`config.mk`:
```
export PLATFORM = sky130hd
export DESIGN_NAME = vdb_vga_generator
export DESIGN_NICKNAME = d
export VERILOG_FILES = /design/src/rtl/vdb_vga_pkg.sv /design/src/rtl/vdb_vga_pixel_fifo.sv /design/src/rtl/vdb_vga_generator.sv
export SDC_FILE = /design/constraint.sdc
export NUM_CORES = 1
export LEC_CHECK = 0
export BUFFER_PORTS_ARGS = -buffer_cell sky130_fd_sc_hd__buf_2
export CAP_MARGIN = 30
export CORE_ASPECT_RATIO = 2
export CORE_MARGIN = 2
export CORE_UTILIZATION = 50
export DETAILED_ROUTE_END_ITERATION = 10
export PLACE_DENSITY = 0.83
export SLEW_MARGIN = 20
export SYNTH_ARGS = -nofsm -noshare
export SYNTH_HDL_FRONTEND = slang
export SYNTH_SLANG_ARGS = --single-unit
```
`constraint.sdc`:
```
create_clock -name pixel_clk -period 2.6 [get_ports pixel_clk]
set_input_delay 0.13 -clock pixel_clk [delete_from_list [all_inputs] [get_ports pixel_clk]]
set_output_delay 0.13 -clock pixel_clk [all_outputs]
set_load 0.05 [all_outputs]
```
`src/rtl/vdb_vga_pkg.sv`:
```
// -----------------------------------------------------------------------------
// vdb_vga_pkg
// Shared types and constants for the virtual-devboard VGA transmitter.
//   rgb_t        : packed {r,g,b} pixel, 8 bits per channel
//   sync_t       : front porch / sync / back porch lengths of one axis
//   fifo_word_t  : one pixel FIFO entry, {sof, rgb} (25 bits)
//   vga_state_e  : transmitter FSM state
//   in_range()   : half-open window test used for the sync regions
// -----------------------------------------------------------------------------
package vdb_vga_pkg;

    // Counter width shared by h_cnt and v_cnt; totals must stay <= 2047.
    localparam int CNT_W      = 11;
    localparam int MAX_PIXELS = 1024;
    localparam int MAX_LINES  = 768;

    typedef struct packed {
        logic [7:0] r;
        logic [7:0] g;
        logic [7:0] b;
    } rgb_t;

    typedef struct packed {
        logic [CNT_W-1:0] fp;
        logic [CNT_W-1:0] sync;
        logic [CNT_W-1:0] bp;
    } sync_t;

    typedef struct packed {
        logic sof;
        rgb_t rgb;
    } fifo_word_t;

    typedef enum logic {
        ST_IDLE = 1'b0,
        ST_RUN  = 1'b1
    } vga_state_e;

    // True when val lies in [lo, lo+len).
    function automatic logic in_range(input logic [CNT_W-1:0] val,
                                      input logic [CNT_W-1:0] lo,
                                      input logic [CNT_W-1:0] len);
        return (val >= lo) && (val < (lo + len));
    endfunction

endpackage

```
`src/rtl/vdb_vga_pixel_fifo.sv`:
```
// -----------------------------------------------------------------------------
// vdb_vga_pixel_fifo
// Small synchronous FIFO buffering {sof, rgb} pixel words between the upstream
// stream and the raster. The head word is visible combinationally on data_o so
// the raster logic can decide whether to consume it in the same cycle. A word
// written in cycle t becomes visible at the head in cycle t+1 (no bypass).
//
// Ports
//   clk_i   : clock
//   rst_ni  : asynchronous active-low reset, empties the FIFO
//   push_i  : write request (ignored while full)
//   data_i  : write data
//   pop_i   : read request (ignored while empty)
//   data_o  : head word
//   full_o  : no free slot
//   empty_o : no stored word
// -----------------------------------------------------------------------------
module vdb_vga_pixel_fifo #(
    parameter int DEPTH = 4,
    parameter int WIDTH = 25
) (
    input  logic             clk_i,
    input  logic             rst_ni,
    input  logic             push_i,
    input  logic [WIDTH-1:0] data_i,
    input  logic             pop_i,
    output logic [WIDTH-1:0] data_o,
    output logic             full_o,
    output logic             empty_o
);

    localparam int ADDR_W = (DEPTH > 1) ? $clog2(DEPTH) : 1;
    localparam logic [ADDR_W-1:0] PTR_ONE  = ADDR_W'(1);
    localparam logic [ADDR_W:0]   CNT_ONE  = (ADDR_W+1)'(1);
    localparam logic [ADDR_W:0]   CNT_FULL = (ADDR_W+1)'(DEPTH);

    logic [WIDTH-1:0]  mem_q [DEPTH];
    logic [ADDR_W-1:0] wr_ptr_q, wr_ptr_d;
    logic [ADDR_W-1:0] rd_ptr_q, rd_ptr_d;
    logic [ADDR_W:0]   count_q,  count_d;
    logic              do_push;
    logic              do_pop;

    assign full_o  = (count_q == CNT_FULL);
    assign empty_o = (count_q == '0);
    assign do_push = push_i & ~full_o;
    assign do_pop  = pop_i & ~empty_o;
    assign data_o  = mem_q[rd_ptr_q];

    // DEPTH is a power of two, so the pointers wrap naturally.
    always_comb begin
        wr_ptr_d = do_push ? (wr_ptr_q + PTR_ONE) : wr_ptr_q;
        rd_ptr_d = do_pop  ? (rd_ptr_q + PTR_ONE) : rd_ptr_q;
        count_d  = count_q;
        case ({do_push, do_pop})
            2'b10:   count_d = count_q + CNT_ONE;
            2'b01:   count_d = count_q - CNT_ONE;
            default: count_d = count_q;
        endcase
    end

    always_ff @(posedge clk_i or negedge rst_ni) begin
        if (!rst_ni) begin
            wr_ptr_q <= '0;
            rd_ptr_q <= '0;
            count_q  <= '0;
        end else begin
            wr_ptr_q <= wr_ptr_d;
            rd_ptr_q <= rd_ptr_d;
            count_q  <= count_d;
        end
    end

    // Storage has no reset: stale contents are never observed because the
    // head is only used while the FIFO is non-empty.
    always_ff @(posedge clk_i) begin
        if (do_push) begin
            mem_q[wr_ptr_q] <= data_i;
        end
    end

endmodule

```
`src/rtl/vdb_vga_generator.sv`:
```
// -----------------------------------------------------------------------------
// vdb_vga_generator
// VGA transmitter: generates hsync/vsync raster timing and drives 8-bit RGB
// from an upstream ready/valid pixel stream buffered in a small FIFO. Frames
// are aligned on a start-of-frame marker carried with each pixel word.
//
// Ports
//   pixel_clk    : the only clock
//   rst_n        : asynchronous active-low reset
//   en           : enable, sampled only at a frame boundary
//   pix_valid    : upstream pixel valid
//   pix_ready    : FIFO not full
//   pix_sof      : marks the first pixel of a frame
//   pix_rgb      : {r,g,b} pixel data
//   r, g, b      : video data (black outside of popped pixels)
//   hsync, vsync : active-low sync outputs
//   de           : active video
//   frame_start  : one-cycle pulse alongside pixel (0,0)
//   underrun     : sticky flag, set when an active pixel has nothing to show
//   underrun_clr : clears underrun (a simultaneous set wins)
//
// All video outputs are registered: pins at cycle t+1 reflect the counters and
// FIFO head at cycle t.
// -----------------------------------------------------------------------------
module vdb_vga_generator
    import vdb_vga_pkg::*;
#(
    parameter int HOR_ACT    = 640,
    parameter int HOR_FP     = 16,
    parameter int HOR_SYNC   = 96,
    parameter int HOR_BP     = 48,
    parameter int VERT_ACT   = 480,
    parameter int VERT_FP    = 11,
    parameter int VERT_SYNC  = 2,
    parameter int VERT_BP    = 31,
    parameter int FIFO_DEPTH = 4
) (
    input  logic        pixel_clk,
    input  logic        rst_n,
    input  logic        en,
    input  logic        pix_valid,
    output logic        pix_ready,
    input  logic        pix_sof,
    input  logic [23:0] pix_rgb,
    output logic [7:0]  r,
    output logic [7:0]  g,
    output logic [7:0]  b,
    output logic        hsync,
    output logic        vsync,
    output logic        de,
    output logic        frame_start,
    output logic        underrun,
    input  logic        underrun_clr
);

    // ------------------------------------------------------------------
    // Raster geometry, all expressed at counter width.
    // ------------------------------------------------------------------
    localparam sync_t H_TIM = '{fp: CNT_W'(HOR_FP), sync: CNT_W'(HOR_SYNC), bp: CNT_W'(HOR_BP)};
    localparam sync_t V_TIM = '{fp: CNT_W'(VERT_FP), sync: CNT_W'(VERT_SYNC), bp: CNT_W'(VERT_BP)};

    localparam logic [CNT_W-1:0] CNT_ONE   = CNT_W'(1);
    localparam logic [CNT_W-1:0] H_ACT_W   = CNT_W'(HOR_ACT);
    localparam logic [CNT_W-1:0] V_ACT_W   = CNT_W'(VERT_ACT);
    localparam logic [CNT_W-1:0] H_SYNC_LO = H_ACT_W + H_TIM.fp;
    localparam logic [CNT_W-1:0] V_SYNC_LO = V_ACT_W + V_TIM.fp;
    localparam logic [CNT_W-1:0] H_LAST    = H_SYNC_LO + H_TIM.sync + H_TIM.bp - CNT_ONE;
    localparam logic [CNT_W-1:0] V_LAST    = V_SYNC_LO + V_TIM.sync + V_TIM.bp - CNT_ONE;

    // ------------------------------------------------------------------
    // State, counters and output registers
    // ------------------------------------------------------------------
    vga_state_e       state_q, state_d;
    logic [CNT_W-1:0] h_cnt_q, h_cnt_d;
    logic [CNT_W-1:0] v_cnt_q, v_cnt_d;

    logic hsync_q, hsync_d;
    logic vsync_q, vsync_d;
    logic de_q, de_d;
    logic frame_start_q, frame_start_d;
    logic underrun_q, underrun_d;
    rgb_t rgb_q, rgb_d;

    // ------------------------------------------------------------------
    // Pixel FIFO
    // ------------------------------------------------------------------
    fifo_word_t fifo_wr;
    fifo_word_t fifo_head;
    logic       fifo_full;
    logic       fifo_empty;
    logic       fifo_pop;

    assign fifo_wr   = {pix_sof, pix_rgb};
    assign pix_ready = ~fifo_full;

    // The FIFO keeps accepting in IDLE so a frame can be preloaded.
    vdb_vga_pixel_fifo #(
        .DEPTH (FIFO_DEPTH),
        .WIDTH ($bits(fifo_word_t))
    ) u_fifo (
        .clk_i   (pixel_clk),
        .rst_ni  (rst_n),
        .push_i  (pix_valid),
        .data_i  (fifo_wr),
        .pop_i   (fifo_pop),
        .data_o  (fifo_head),
        .full_o  (fifo_full),
        .empty_o (fifo_empty)
    );

    // ------------------------------------------------------------------
    // Raster decode of the current counter position
    // ------------------------------------------------------------------
    logic running;
    logic h_wrap;
    logic frame_end;
    logic h_active;
    logic v_active;
    logic active;
    logic first_pixel;
    logic h_in_sync;
    logic v_in_sync;

    assign running     = (state_q == ST_RUN);
    assign h_wrap      = (h_cnt_q == H_LAST);
    assign frame_end   = h_wrap && (v_cnt_q == V_LAST);
    assign h_active    = (h_cnt_q < H_ACT_W);
    assign v_active    = (v_cnt_q < V_ACT_W);
    assign active      = running && h_active && v_active;
    assign first_pixel = (h_cnt_q == '0) && (v_cnt_q == '0);
    assign h_in_sync   = in_range(h_cnt_q, H_SYNC_LO, H_TIM.sync);
    assign v_in_sync   = in_range(v_cnt_q, V_SYNC_LO, V_TIM.sync);

    // ------------------------------------------------------------------
    // FSM process 1: state, counter and output registers
    // ------------------------------------------------------------------
    always_ff @(posedge pixel_clk or negedge rst_n) begin
        if (!rst_n) begin
            state_q       <= ST_IDLE;
            h_cnt_q       <= '0;
            v_cnt_q       <= '0;
            hsync_q       <= 1'b1;
            vsync_q       <= 1'b1;
            de_q          <= 1'b0;
            frame_start_q <= 1'b0;
            underrun_q    <= 1'b0;
            rgb_q         <= '0;
        end else begin
            state_q       <= state_d;
            h_cnt_q       <= h_cnt_d;
            v_cnt_q       <= v_cnt_d;
            hsync_q       <= hsync_d;
            vsync_q       <= vsync_d;
            de_q          <= de_d;
            frame_start_q <= frame_start_d;
            underrun_q    <= underrun_d;
            rgb_q         <= rgb_d;
        end
    end

    // ------------------------------------------------------------------
    // FSM process 2: next state and counters
    // In IDLE the counters sit at 0, so every IDLE cycle is a frame
    // boundary and en is honoured straight away. In RUN, en only matters
    // on the cycle where both counters wrap together.
    // ------------------------------------------------------------------
    always_comb begin
        state_d = state_q;
        case (state_q)
            ST_IDLE: if (en) state_d = ST_RUN;
            ST_RUN:  if (frame_end && !en) state_d = ST_IDLE;
            default: state_d = ST_IDLE;
        endcase
    end

    always_comb begin
        h_cnt_d = '0;
        v_cnt_d = '0;
        if (running) begin
            if (h_wrap) begin
                h_cnt_d = '0;
                v_cnt_d = (v_cnt_q == V_LAST) ? '0 : (v_cnt_q + CNT_ONE);
            end else begin
                h_cnt_d = h_cnt_q + CNT_ONE;
                v_cnt_d = v_cnt_q;
            end
        end
    end

    // ------------------------------------------------------------------
    // FSM process 3: outputs, frame alignment and underrun
    // A head word is shown only when its sof bit agrees with the raster
    // position: sof=1 exactly at pixel (0,0), sof=0 everywhere else. A
    // mismatch leaves the word in place and blanks the pixel, which either
    // waits for the marked pixel (sof=0 at frame start) or stalls an early
    // marker until the next frame. Any active pixel that cannot be shown,
    // whether the FIFO is empty or the stream is held back by alignment,
    // flags underrun. During vertical blanking unmarked words are flushed
    // one per cycle so a misaligned stream resynchronises before the next
    // frame.
    // ------------------------------------------------------------------
    always_comb begin
        fifo_pop      = 1'b0;
        hsync_d       = 1'b1;
        vsync_d       = 1'b1;
        de_d          = 1'b0;
        frame_start_d = 1'b0;
        rgb_d         = '0;
        underrun_d    = underrun_q & ~underrun_clr;

        if (running) begin
            hsync_d = ~h_in_sync;
            vsync_d = ~v_in_sync;
            if (active) begin
                de_d          = 1'b1;
                frame_start_d = first_pixel;
                if (!fifo_empty && (fifo_head.sof == first_pixel)) begin
                    fifo_pop = 1'b1;
                    rgb_d    = fifo_head.rgb;
                end else begin
                    underrun_d = 1'b1;
                end
            end else if (!v_active && !fifo_empty && !fifo_head.sof) begin
                fifo_pop = 1'b1;
            end
        end
    end

    assign r           = rgb_q.r;
    assign g           = rgb_q.g;
    assign b           = rgb_q.b;
    assign hsync       = hsync_q;
    assign vsync       = vsync_q;
    assign de          = de_q;
    assign frame_start = frame_start_q;
    assign underrun    = underrun_q;

endmodule

```
==> results of run 1 <==
==> worst max-delay path, cell delays in order (launching register included) <==
cell and delay, ns:
dfrtp_1 0.41, inv_2 0.10, ha_4 0.13, nor4b_4 0.19, nand4_1 0.23, o31ai_2 0.31
o2111a_1 0.25, ha_2 0.20, inv_2 0.04, fa_2 0.33, xor2_1 0.15, nor2_1 0.12
xor2_1 0.18
==> worst min path at each step <==
stage	start	endpoint	slack, ns
after detailed placement	rst_n	r[7]	-0.04
after global placement	rst_n	b[0]	-0.04
after CTS	rst_n	b[2]	0.06
after global routing	rst_n	b[1]	0.06
after floorplan	rst_n	b[0]	-0.17
final	rst_n	b[1]	0.05
==> cell type report <==
type	count	area share [%]
clock buffers	17	5.24
clock inverters	15	2.31
inverters	15	0.693
multi-input cells	197	23.0
flip-flops and latches	159	55.2
well taps	150	2.31
repair buffers	130	11.2
==> synth_stat cells (all sizes together) <==
| cell type | number |
|---|---|
| clkbuf | 5 |
| and4b | 2 |
| or3 | 3 |
| nand2 | 14 |
| nand3 | 13 |
| buf | 5 |
| o21bai | 1 |
| o2111a | 1 |
| a2bb2oi | 1 |
| o211ai | 1 |
| a31oi | 3 |
| and2b | 5 |
| o21ai | 19 |
| nor4b | 3 |
| nand3b | 1 |
| o32ai | 1 |
| and4 | 1 |
| nor2 | 21 |
| and2 | 4 |
| xnor2 | 6 |
| or2 | 1 |
| mux4 | 25 |
| a311oi | 2 |
| nor3 | 4 |
| nand4 | 5 |
| dfstp | 2 |
| o31ai | 5 |
| a211o | 1 |
| and3 | 10 |
| a41o | 1 |
| a21oi | 1 |
| edfxtp | 100 |
| dfrtp | 57 |
| ha | 9 |
| xor2 | 9 |
| inv | 15 |
| o22ai | 1 |
| fa | 1 |
| nor2b | 21 |
| nor4 | 1 |
==> metal layers <==
metal  wire, um  up-vias  track usage [%]
li1           -     1727                -
met1       4650     1902             20.5
met2       7130      134             36.1
met3        585       35             5.05
met4        357        0             8.94
met5          0        -                0
==> timing repair <==
action,in CTS,in global routing
setup endpoints to repair,16,9
buffers inserted,17,5
resized for setup,13,2
pin swaps,8,12
hold endpoints to repair,110,0
hold buffers,28,0
==> cells in the final DEF (no fill, tap or decap), types with 2 or more instances in the layout <==
master	n
inv_1	10
inv_6	2
nor2b_4	7
o31ai_1	4
ha_1	7
nor2_1	21
dfstp_2	2
mux4_2	19
and2_1	4
inv_8	5
a311oi_1	2
dlygate4sd3_1	28
nand3_1	13
or3_1	2
mux4_1	6
buf_2	59
clkbuf_16	17
buf_4	42
edfxtp_1	100
a31oi_1	3
inv_2	5
xor2_1	9
nand4_1	5
clkinv_8	6
nor3_1	4
and3_1	9
and2b_2	4
o21ai_0	18
nand2_1	14
nor2b_2	13
nor4b_4	2
dfrtp_1	56
xnor2_1	6
==> flip-flops by register name, summed over array words and instances (netlist names) <==
signal	count
u_fifo.mem_q	100
h_cnt_q	11
v_cnt_q	11
b	8
g	8
r	8
u_fifo.count_q	3
u_fifo.rd_ptr_q	2
u_fifo.wr_ptr_q	2
de	1
frame_start	1
hsync	1
running	1
underrun	1
vsync	1
==> metrics by stage <==
step / cells / area (sq um) / util (%) / power [uW] / setup WS [ns]
4_1_cts: 682 / 8110 / 64.6 / 8740 / -0.0575
3_5_place_dp: 606 / 7050 / 56.1 / 6080 / -0.301
3_3_place_gp: 606 / 7050 / 56.1 / 5980 / -0.137
2_1_floorplan: 381 / 6450 / - / 5500 / 0.00944
5_1_grt: 683 / 8120 / 64.7 / 9030 / -0.229
6_report: 683 / 8120 / 64.7 / 8670 / -0.104
==> power by group <==
part | total [uW] | internal [uW] | switching (uW) | leakage [uW]
Clock | 2460 | 1310 | 1160 | 0.000294
Sequential | 3400 | 3240 | 160 | 0.00167
Combinational | 2800 | 1210 | 1590 | 0.00132
Total | 8670 | 5760 | 2910 | 0.00328
==> logic make-up (layout without fill, tap and decap cells) <==
family	Yosys count	in the layout	synth area share (%)
XOR/XNOR	15	15	2.04
flip-flops	159	159	69.5
AO/OA/AOI/OAI	38	38	3.90
buffers and inverters	25	177	2.37
adder cells (fa/ha/maj)	10	10	2.06
AND/OR/NAND/NOR	109	109	11.0
multiplexers	25	25	9.08
==> results.md, run 1 <==
* Layout Skew at 0.0101 ns
* Distinct cell type count after synthesis at 50
* Cell Pwr Density at 1070 mW/mm^2
* CTS root buf: clkbuf_16
* Fin crit share at 104%
* Maximum VDD drop at 0.00105 V
* Global-route wire length before repair at 20300 um
* H-Tree Level Count at 4
* Clock Path Buffers at 2
* Fillers at 811
* Time the worst path needs with I/O delays and setup at 2.70 ns
* RSZ-0062 raised after global routing: yes
* Worst-path clk slew at 0.07 ns
* Leak pwr at 0.00328 uW
* Share of layout cells above drive strength 1 at 37.1%
* ANT nets after route at 0
* I/O pins at 60
* Multi-input gate area at 0.00187 sq mm
* CTS tree: yes
* # DRC at 0
* Largest net degree at the start of global routing at 55
* Average size of a mapped cell at 16.9 sq um
* Iter 0 DRT Violations at 242
* Worst setup margin at -0.104 ns
* RD Place Congestion at 0.809
* Vias in the first global route at 4018
* Syn-to-layout area delta at 26.0%
* Die Span X at 84.3 um
* Die area at 0.0139 sq mm
* Synth warn at 0
* CP max FO at 2
* RR Endpoint: u_fifo.count_q[2]
* TritonCTS Buffers at 17
* PortBufs at 59
* All-Layer GR Usage at 19.6%
* Setup TNS at -0.104 ns
* Max-slew violation count at 0
* Fin. Hold Viols at 0
* Maxcap violations at 0
* WL/cell at 18.6 um
* Largest cells by area after synthesis: edfxtp_1 47%, dfrtp_1 22%, mux4_2 6.6%, mux4_1 2.4%, nor2b_2 1.8%
* Top-area cell type share of the netlist area at 46.6%
* Worst setup path end: u_fifo.count_q[2]
* CORE AREA at 0.0126 sq mm
* Antenna Diode Count at 0
* WHS at 0.0515 ns
* Num rows at 58
* Worst path arrival time at 3.05 ns
* HPWL Detailed at 7950 um
* CTS sink count at 159
* Violated checks: setup timing
* Starting Density at 51.3%
* WL final at 12700 um
* R2R depth at 12
* Initial antenna violation count at 0
* Worst skew pair latency at 0.43 ns
* CP Launch Type: flip-flop
* Worst-Margin Slew at 0.721 ns
* Via count at 3798
* Post-Syn Nets at 421
* FF+latch count, synth at 159
* Post-synthesis cell count at 381
* Top cell type by total area after synthesis: edfxtp_1
* Crit end category: flip-flop
* Register area at 0.00448 sq mm
* Reg2reg start: h_cnt_q[0]
* Area of the mapped netlist at 0.00645 sq mm
* Slew HR at 52.0%
* Final setup fails at 1
* Setup slack, reg-to-reg at -0.10 ns
* Routed vias/inst at 5.56
* Worst Hold Class: in -> async
* Max Clk Rate at 370 MHz
* Seq/Total Area, Yosys at 69.5%
* Outcome: finished, violations left
* Total grt overflow at 0
* Chip height at 165 um
* Crit path kind: reg -> reg
* WP data required at 2.94 ns
* Worst setup startpoint: h_cnt_q[0]
* Drt first pass iters at 6
* Nets at 560
No activity file was read; power rests on OpenSTA's default activity.
==> inputs of run 2 (changes only) <==
Settings changed: REMOVE_ABC_BUFFERS set to 1.
==> results.md, run 2 (synthesis results as in run 1) <==
* HPWL Detailed at 7720 um (was 7950 um)
* Worst skew pair latency at 0.42 ns (was 0.43 ns)
* CTS tree: yes (unchanged)
* Slew HR at 43.4% (was 52.0%)
* Largest net degree at the start of global routing at 60 (was 55)
* Fin crit share at 104% (about the same)
* Maxcap violations at 0 (unchanged)
* CP Launch Type: flip-flop (unchanged)
* Routed vias/inst at 5.53 (was 5.56)
* Worst Hold Class: in -> reg (was in -> async)
* TritonCTS Buffers at 17 (unchanged)
* Cell Pwr Density at 1070 mW/mm^2 (about the same)
* Nets at 552 (was 560)
* Initial antenna violation count at 0 (unchanged)
* WL final at 12400 um (was 12700 um)
* Clock share of power at 29.5% (was 28.4%)
* Worst-Margin Slew at 0.845 ns (was 0.721 ns)
* Crit path kind: reg -> reg (unchanged)
* PortBufs at 59 (unchanged)
* Antenna Diode Count at 0 (unchanged)
* RSZ-0062 raised after global routing: yes (unchanged)
* Outcome: finished, violations left (unchanged)
* Commonest non-fill, non-tap cell in the layout: edfxtp_1 (unchanged)
* Maximum VDD drop at 0.000744 V (was 0.00105 V)
* WP data required at 2.94 ns (about the same)
* CTS sink count at 159 (unchanged)
* CP max FO at 2 (unchanged)
* Max-slew violation count at 0 (unchanged)
* Clock Path Buffers at 2 (unchanged)
* CP bufs+invs at 2 (unchanged)
* Slowest stage delay, CP at 0.41 ns (about the same)
* Time the worst path needs with I/O delays and setup at 2.70 ns (about the same)
* Worst path arrival time at 3.03 ns (was 3.05 ns)
* Global-route wire length before repair at 19900 um (was 20300 um)
* Fin. Hold Viols at 0 (unchanged)
* Setup TNS at -0.0950 ns (was -0.104 ns)
* Critical path's slowest cell: dfrtp_1 (unchanged)
* Drt first pass iters at 4 (was 6)
* Iter 0 DRT Violations at 213 (was 242)
* Worst-path clk slew at 0.07 ns (about the same)
* Family with the most delay on the worst path: adder cells (unchanged)
* Sequential group share of total power at 39.1% (was 39.3%)
* Final setup fails at 1 (unchanged)
* Commonest non-fill, non-tap cells in the layout: 100 x edfxtp_1, 59 x buf_2, 56 x dfrtp_1, 34 x buf_4, 28 x dlygate4sd3_1 (was 100 x edfxtp_1, 59 x buf_2, 56 x dfrtp_1, 42 x buf_4, 28 x dlygate4sd3_1)
* Violated checks: setup timing (unchanged)
* Syn-to-layout area delta at 25.1% (was 26.0%)
* # DRC at 0 (unchanged)
* I/O pins at 60 (unchanged)
* Setup slack, reg-to-reg at -0.1 ns (was -0.10 ns)
* Regs by FF count: u_fifo.mem_q x100, h_cnt_q x11, v_cnt_q x11 (unchanged)
* Internal at 5870 uW (was 5760 uW)
* CORE AREA at 0.0126 sq mm (unchanged)
* CTS root buf: clkbuf_16 (unchanged)
* Largest register by flop count: u_fifo.mem_q (unchanged)
* Max Clk Rate at 371 MHz (was 370 MHz)
* Worst setup margin at -0.0950 ns (was -0.104 ns)
* All-Layer GR Usage at 19.1% (was 19.6%)
* ANT nets after route at 0 (unchanged)
* RD Place Congestion at 0.811 (was 0.809)
* Share of layout cells above drive strength 1 at 35.8% (was 37.1%)
* Num rows at 58 (unchanged)
* Crit path cell chain: inv_2, ha_4, nor4b_4, nand4_1, o31ai_2, o2111a_1, ha_2, inv_2, fa_2, xor2_1, nor2_1, xor2_1 (unchanged)
* NetSw at 2790 uW (was 2910 uW)
* Crit end category: flip-flop (unchanged)
* Vias in the first global route at 4023 (was 4018)
* Sw Share at 32.2% (was 33.5%)
* Max reg flops at 100 (unchanged)
* Layout Skew at 0.00954 ns (was 0.0101 ns)
* WL/cell at 18.4 um (was 18.6 um)
* Leak pwr at 0.00324 uW (was 0.00328 uW)
* Die Span X at 84.3 um (unchanged)
* Starting Density at 51.3% (unchanged)
* H-Tree Level Count at 4 (unchanged)
* Total grt overflow at 0 (unchanged)
* Total power at 8660 uW (was 8670 uW)
* Via count at 3731 (was 3798)
* Chip height at 165 um (unchanged)
* Die area at 0.0139 sq mm (unchanged)
* Combinational share of power at 31.4% (was 32.3%)
==> run 2: changes by cell type in the layout (fill, tap and decap cells not counted), sizes merged <==
cell,change
buf,-8
clkinv,-3
bufinv,+2
inv,+1
==> run 2: worst min-delay path, stage by stage <==
cell,delay (ns)
buf_2,0.11
and2_1,0.20
xnor2_1,0.08
==> run 2: area by class of cell <==
type | count | area (sq um)
clock buffers | 17 | 425
well taps | 150 | 188
fillers | 859 | 4490
repair buffers | 122 | 851
clock inverters | 15 | 198
multi-input cells | 197 | 1860
flip-flops and latches | 159 | 4480
inverters | 15 | 56.3
==> run 2: worst paths after layout <==
| check | start | endpoint | depth (start not counted) |
|---|---|---|---|
| worst min-delay path | pix_valid | u_fifo.wr_ptr_q[0] | 3 |
| min in group asynchronous | rst_n | g[2] | 3 |
| worst min register to register | v_cnt_q[10] | v_cnt_q[10] | 1 |
| worst max register to register | h_cnt_q[0] | u_fifo.count_q[2] | 12 |
| worst max-delay path | h_cnt_q[0] | u_fifo.count_q[2] | 12 |
| max in group asynchronous | rst_n | u_fifo.rd_ptr_q[0] | 3 |
==> run 2: per-layer routing <==
layer | track usage (%) | part of all wire [%]
met1 | 19.9 | 37
met2 | 35.4 | 57
met3 | 3.65 | 3.4
met4 | 10.6 | 2.8
met5 | 0 | 0
==> run 2: timing repair <==
action,in CTS,in global routing
hold endpoints to repair,159,0
resized for setup,10,3
hold buffers,28,0
pin swaps,6,8
gates cloned,0,0
setup buffers,7,3
setup endpoints to repair,11,21
==> run 2: power groups by stage <==
stage               clock network, uW  logic, uW  registers [uW]
floorplan                           0       1300            4010
global placement                    0       2540            3410
detailed placement                  0       2600            3440
CTS                              2610       2730            3400
global route                     2720       2910            3430
finish                           2560       2720            3390
==> run 2: metrics by stage <==
step                setup WS (ns)  util (%)  hold slack, ns  cell area [sq um]  instances
finish                    -0.0950      64.2           0.139               8060        675
global route               -0.256      64.2           0.183               8060        675
CTS                       -0.0162      64.1           0.121               8040        674
detailed placement         -0.280      56.1           0.318               7050        607
global placement           -0.169      56.1           0.317               7050        607
floorplan                  -0.600         -          -0.166               6350        371
